--- config.mk ---
export PLATFORM = sky130hd
export DESIGN_NAME = operand_entry_fsm
export DESIGN_NICKNAME = d
export VERILOG_FILES = /design/src/rtl/operand_entry_fsm.sv
export SDC_FILE = /design/constraint.sdc
export NUM_CORES = 1
export LEC_CHECK = 0
export CAP_MARGIN = 20
export CORE_MARGIN = 2
export CORE_UTILIZATION = 45
export DETAILED_ROUTE_END_ITERATION = 12
export PLACE_DENSITY_LB_ADDON = 0.05
export SLEW_MARGIN = 20
export SYNTH_ARGS = -nofsm -noshare
export SYNTH_HDL_FRONTEND = slang
export SYNTH_SLANG_ARGS = --single-unit
--- constraint.sdc ---
create_clock -name Clk -period 4 [get_ports Clk]
set_clock_uncertainty 0.05 [all_clocks]
set_input_delay 0.4 -clock Clk [delete_from_list [all_inputs] [get_ports Clk]]
set_output_delay 0.4 -clock Clk [all_outputs]
set_load 0.05 [all_outputs]
--- src/rtl/operand_entry_fsm.sv ---
// Keypad front end: turns debounced key strobes into two sign-magnitude operands
// and an add/sub select, presented to the adder stage with a valid/ack handshake.
module operand_entry_fsm #(
   parameter int unsigned MAG_W      = 8,
   parameter int unsigned DIGITS_MAX = 3
) (
   input  logic             Clk,
   input  logic             Rst,
   input  logic             Key_Valid,
   input  logic [3:0]       Key_Code,
   input  logic             Op_Ack,
   output logic [MAG_W-1:0] A,
   output logic [MAG_W-1:0] B,
   output logic             Sign_A,
   output logic             Sign_B,
   output logic             Op,
   output logic             Op_Valid,
   output logic             Key_Err
);

   localparam int unsigned ACC_W   = MAG_W + 4;
   localparam int unsigned CNT_W   = $clog2(DIGITS_MAX + 1);
   localparam int unsigned MAG_MAX = (2 ** MAG_W) - 1;

   localparam logic [3:0] K_PLUS  = 4'hA;
   localparam logic [3:0] K_MINUS = 4'hB;
   localparam logic [3:0] K_SIGN  = 4'hC;
   localparam logic [3:0] K_CE    = 4'hD;
   localparam logic [3:0] K_EQ    = 4'hE;
   localparam logic [3:0] K_AC    = 4'hF;

   typedef enum logic [1:0] {
      S_A    = 2'd0,
      S_B    = 2'd1,
      S_DONE = 2'd2
   } state_t;

   state_t             state_q, state_d;
   logic [MAG_W-1:0]   a_q, a_d, b_q, b_d;
   logic               sign_a_q, sign_a_d, sign_b_q, sign_b_d;
   logic               op_q, op_d, op_valid_q, op_valid_d, key_err_q, key_err_d;
   logic [CNT_W-1:0]   cnt_a_q, cnt_a_d, cnt_b_q, cnt_b_d;

   logic               is_digit_c;
   logic [MAG_W-1:0]   cur_mag_c;
   logic [CNT_W-1:0]   cur_cnt_c;
   logic [ACC_W-1:0]   acc_c;
   logic               digit_ok_c;

   // Shared digit accumulator for whichever operand is being entered
   always_comb begin
      is_digit_c = (Key_Code <= 4'd9);
      cur_mag_c  = (state_q == S_B) ? b_q : a_q;
      cur_cnt_c  = (state_q == S_B) ? cnt_b_q : cnt_a_q;
      acc_c      = ACC_W'(cur_mag_c) * ACC_W'(10) + ACC_W'(Key_Code);
      digit_ok_c = (cur_cnt_c < CNT_W'(DIGITS_MAX)) && (acc_c <= ACC_W'(MAG_MAX));
   end

   always_comb begin
      state_d    = state_q;
      a_d        = a_q;
      b_d        = b_q;
      sign_a_d   = sign_a_q;
      sign_b_d   = sign_b_q;
      op_d       = op_q;
      op_valid_d = op_valid_q;
      key_err_d  = 1'b0;
      cnt_a_d    = cnt_a_q;
      cnt_b_d    = cnt_b_q;

      if (Key_Valid && (Key_Code == K_AC)) begin
         state_d    = S_A;
         a_d        = '0;
         b_d        = '0;
         sign_a_d   = 1'b0;
         sign_b_d   = 1'b0;
         op_d       = 1'b0;
         op_valid_d = 1'b0;
         cnt_a_d    = '0;
         cnt_b_d    = '0;
      end else begin
         unique case (state_q)
            S_A: begin
               if (Key_Valid) begin
                  if (is_digit_c) begin
                     if (digit_ok_c) begin
                        a_d     = MAG_W'(acc_c);
                        cnt_a_d = cnt_a_q + CNT_W'(1);
                     end else begin
                        key_err_d = 1'b1;
                     end
                  end else if (Key_Code == K_SIGN) begin
                     sign_a_d = ~sign_a_q;
                  end else if (Key_Code == K_CE) begin
                     a_d      = '0;
                     sign_a_d = 1'b0;
                     cnt_a_d  = '0;
                  end else if ((Key_Code == K_PLUS) || (Key_Code == K_MINUS)) begin
                     op_d     = (Key_Code == K_MINUS);
                     b_d      = '0;
                     sign_b_d = 1'b0;
                     cnt_b_d  = '0;
                     state_d  = S_B;
                  end else begin
                     key_err_d = 1'b1;
                  end
               end
            end
            S_B: begin
               if (Key_Valid) begin
                  if (is_digit_c) begin
                     if (digit_ok_c) begin
                        b_d     = MAG_W'(acc_c);
                        cnt_b_d = cnt_b_q + CNT_W'(1);
                     end else begin
                        key_err_d = 1'b1;
                     end
                  end else if (Key_Code == K_SIGN) begin
                     sign_b_d = ~sign_b_q;
                  end else if (Key_Code == K_CE) begin
                     b_d      = '0;
                     sign_b_d = 1'b0;
                     cnt_b_d  = '0;
                  end else if ((Key_Code == K_PLUS) || (Key_Code == K_MINUS)) begin
                     // Operator may only be changed before any B digit is typed
                     if (cnt_b_q == '0) begin
                        op_d = (Key_Code == K_MINUS);
                     end else begin
                        key_err_d = 1'b1;
                     end
                  end else if (Key_Code == K_EQ) begin
                     if (a_q == '0) sign_a_d = 1'b0;
                     if (b_q == '0) sign_b_d = 1'b0;
                     op_valid_d = 1'b1;
                     state_d    = S_DONE;
                  end else begin
                     key_err_d = 1'b1;
                  end
               end
            end
            S_DONE: begin
               // Ack wins over a simultaneous key, which is dropped silently
               if (Op_Ack) begin
                  state_d    = S_A;
                  a_d        = '0;
                  b_d        = '0;
                  sign_a_d   = 1'b0;
                  sign_b_d   = 1'b0;
                  op_d       = 1'b0;
                  op_valid_d = 1'b0;
                  cnt_a_d    = '0;
                  cnt_b_d    = '0;
               end else if (Key_Valid) begin
                  key_err_d = 1'b1;
               end
            end
            default: begin
               state_d = S_A;
            end
         endcase
      end
   end

   always_ff @(posedge Clk or negedge Rst) begin
      if (!Rst) begin
         state_q    <= S_A;
         a_q        <= '0;
         b_q        <= '0;
         sign_a_q   <= 1'b0;
         sign_b_q   <= 1'b0;
         op_q       <= 1'b0;
         op_valid_q <= 1'b0;
         key_err_q  <= 1'b0;
         cnt_a_q    <= '0;
         cnt_b_q    <= '0;
      end else begin
         state_q    <= state_d;
         a_q        <= a_d;
         b_q        <= b_d;
         sign_a_q   <= sign_a_d;
         sign_b_q   <= sign_b_d;
         op_q       <= op_d;
         op_valid_q <= op_valid_d;
         key_err_q  <= key_err_d;
         cnt_a_q    <= cnt_a_d;
         cnt_b_q    <= cnt_b_d;
      end
   end

   assign A        = a_q;
   assign B        = b_q;
   assign Sign_A   = sign_a_q;
   assign Sign_B   = sign_b_q;
   assign Op       = op_q;
   assign Op_Valid = op_valid_q;
   assign Key_Err  = key_err_q;

endmodule

==> results.toml <==
[status]
status = "completed"

[setup_path]
reg2regPathDepth = 13
crit_slowest_cell = "a2111oi_0"
required_ns = 4.06
slowest_delay_ns = 0.61
r2r-start = "state_q[0]$_DFFE_PN0P_"
crit_path_start = "state_q[0]$_DFFE_PN0P_"
r2r_end = "Key_Err$_DFF_PN0_"
critPathCaptureType = "register"
ff2ff_setup_slack_ns = 0.08
crit_buf_inv = 1
crit_type = "reg -> reg"
startpoint_type = "register"
critPathTopFamily = "compound AO/OA/AOI/OAI gates"
cp-endpoint = "Key_Err$_DFF_PN0_"
cp.arrival_ns = 3.98
crit_top_cell = "ha_1"
critPathMaxFanout = 7
crit_chain = "ha_4 > o21ai_0 > ha_1 > ha_1 > inv_1 > fa_1 > xor2_1 > nor3b_1 > nand4b_1 > nand2_1 > a21oi_1 > a211o_1 > a2111oi_0"
cp.depth = 13

[floorplan]
ios = 29
die_w_um = 74.4
rows = 25
core_area_sq_um = 4750
start_util_pct = 46.9
design.die.area_sq_um = 5540
die_h_um = 74.4

[synthesis]
syn_area_per_cell_sq_um = 8.39
yosysTopAreaCell = "dfrtp_1"
synth_seq_cells = 27
yosys_most_used_dff = "dfrtp_1"
yosysWarnings = 0
synth_edf_count = 0
yosysSeqAreaShare_pct = 30.3
syn_area_sq_um = 2230
synth_async_sr_flop_share_pct = 100
syn-num-nets = 293
postSynthCellCount = 266
yosysTopAreaCellShare_pct = 30.3
synth.area.top_cells = "dfrtp_1 30%, ha_1 10%, o21ai_0 6.5%, nand2_1 4.7%, inv_1 3.9%"
synth_cell_types = 50

[clock_network]
cts_buffers = 3
clock-sinks = 27
htreeDepth = 1
cts-hold-fix-buffers = 0
clockRootBuffer = "clkbuf_8"
clk_pin_slew_worst_paths_ns = 0.10
clock_latency_ns = 0.28
clock_path_buffers = 2
cts_tree = "yes"

[finish]
final_cell_mix = "28 x nand2_1, 28 x o21ai_0, 28 x clkdlybuf4s50_1, 27 x dfrtp_1, 22 x inv_1"
finalNetCount = 338
syn_to_final_growth_pct = 25.8
fillers = 446
fin_cells = 377
n_antenna_cell = 0
drive_gt1_share_pct = 12.9

[routing]
wl_mm = 6.61
first_pass_iters = 4
wl_per_cell_um = 17.5
avgViaCountPerCell = 5.76
ant_nets = 0
drc = 0
first_iter_violations = 175
via_count = 2170

[placement]
dp.cells = 368
gp_congestion = 0.882
io_buffer_count = 28
dp_hpwl_mm = 4.93

[grt]
antenna_found_initial = 0
grt_max_degree = 28
grt_pass1_vias = 1895
overflow = 0
grt_usage_pct = 24.3
grt_pass1_wl_mm = 10.1

[job]
cap_violations = 0

[timing]
slew_viol_final = 0
max_freq_ghz = 0.255
fin_crit_ns = 3.92
final.hold.worst_slack_ns = 0.432
period_share_pct = 98.1
slew-limit-headroom_pct = 57.0
hold_viol_final = 0
max_slew.worst_pin.slew_ns = 0.629
finalSetupViolCount = 0

[worst_hold_path]
hold_class = "in -> async"
[Yosys cell counts, types with 6 or more instances]
cell,n
mux2_2,6
xnor2_1,6
a32oi_1,6
nand3_1,12
nand2_1,28
inv_1,23
nor2_1,20
dfrtp_1,27
ha_1,18
a21oi_1,10
clkbuf_1,7
xor2_1,6
o21ai_0,29
[worst min path at each step]
stage,start,endpoint
2_1_floorplan,Rst,A[0]$_DFFE_PN0P_
3_3_place_gp,Op$_DFFE_PN0P_,Op$_DFFE_PN0P_
3_5_place_dp,Op$_DFFE_PN0P_,Op$_DFFE_PN0P_
4_1_cts,Rst,A[5]$_DFFE_PN0P_
5_1_grt,Rst,A[7]$_DFFE_PN0P_
6_report,Rst,A[5]$_DFFE_PN0P_
[layer usage]
metal	track usage (%)	wire, um
met1	39.5	3320
met2	33.5	2830
met3	4.07	404
met4	4.37	56
met5	0	0
[metrics by stage]
stage	worst slack [ns]	area (sq um)	utilization [%]	setup TNS, ns
floorplan	0.00605	2240	-	0
global placement	0.104	2680	56.3	0
detailed placement	-0.000269	2680	56.3	-0.000269
CTS	0.0116	2730	57.3	0
global route	-0.0614	2810	59.1	-0.257
finish	0.0779	2810	59.1	0
[flip-flops by register name (all words and copies together) (netlist names)]
register and flops:
state_q 2, Sign_A 1, Key_Err 1, cnt_b_q 2, Op 1, B 8, Sign_B 1, Op_Valid 1
cnt_a_q 2, A 8
[cell type report]
class / instances / area (sq um) / area share (%)
flip-flops and latches: 27 / 676 / 24.1
multi-input cells: 208 / 1470 / 52.5
clock buffers: 4 / 45.0 / 1.60
repair buffers: 48 / 443 / 15.8
well taps: 67 / 83.8 / 2.99
inverters: 23 / 86.3 / 3.07
[cells by family (layout without fill, tap and decap cells)]
family                     after synthesis  in the layout  synth area share [%]
xor gates and xnor gates                12             12                  4.71
buffers and inverters                   31             75                  5.21
AOI/OAI and AO/OA                       78             78                  24.2
muxes                                   12             12                  5.89
and+or+nand+nor                         87             87                  18.7
DFF                                     27             27                  30.3
adders and majority gates               19             19                  11.0
[repair_timing]
action | 4_1_cts | 5_1_grt
hold endpoints to repair | 0 | 0
setup buffers | 0 | 5
pin swaps | 0 | 1
resized for setup | 1 | 6
endpoints found under the setup margin | 8 | 21
Power is left out: the tool's default activity adds up to more than one toggle a clock period on the data nets, which glitch-free logic cannot reach.
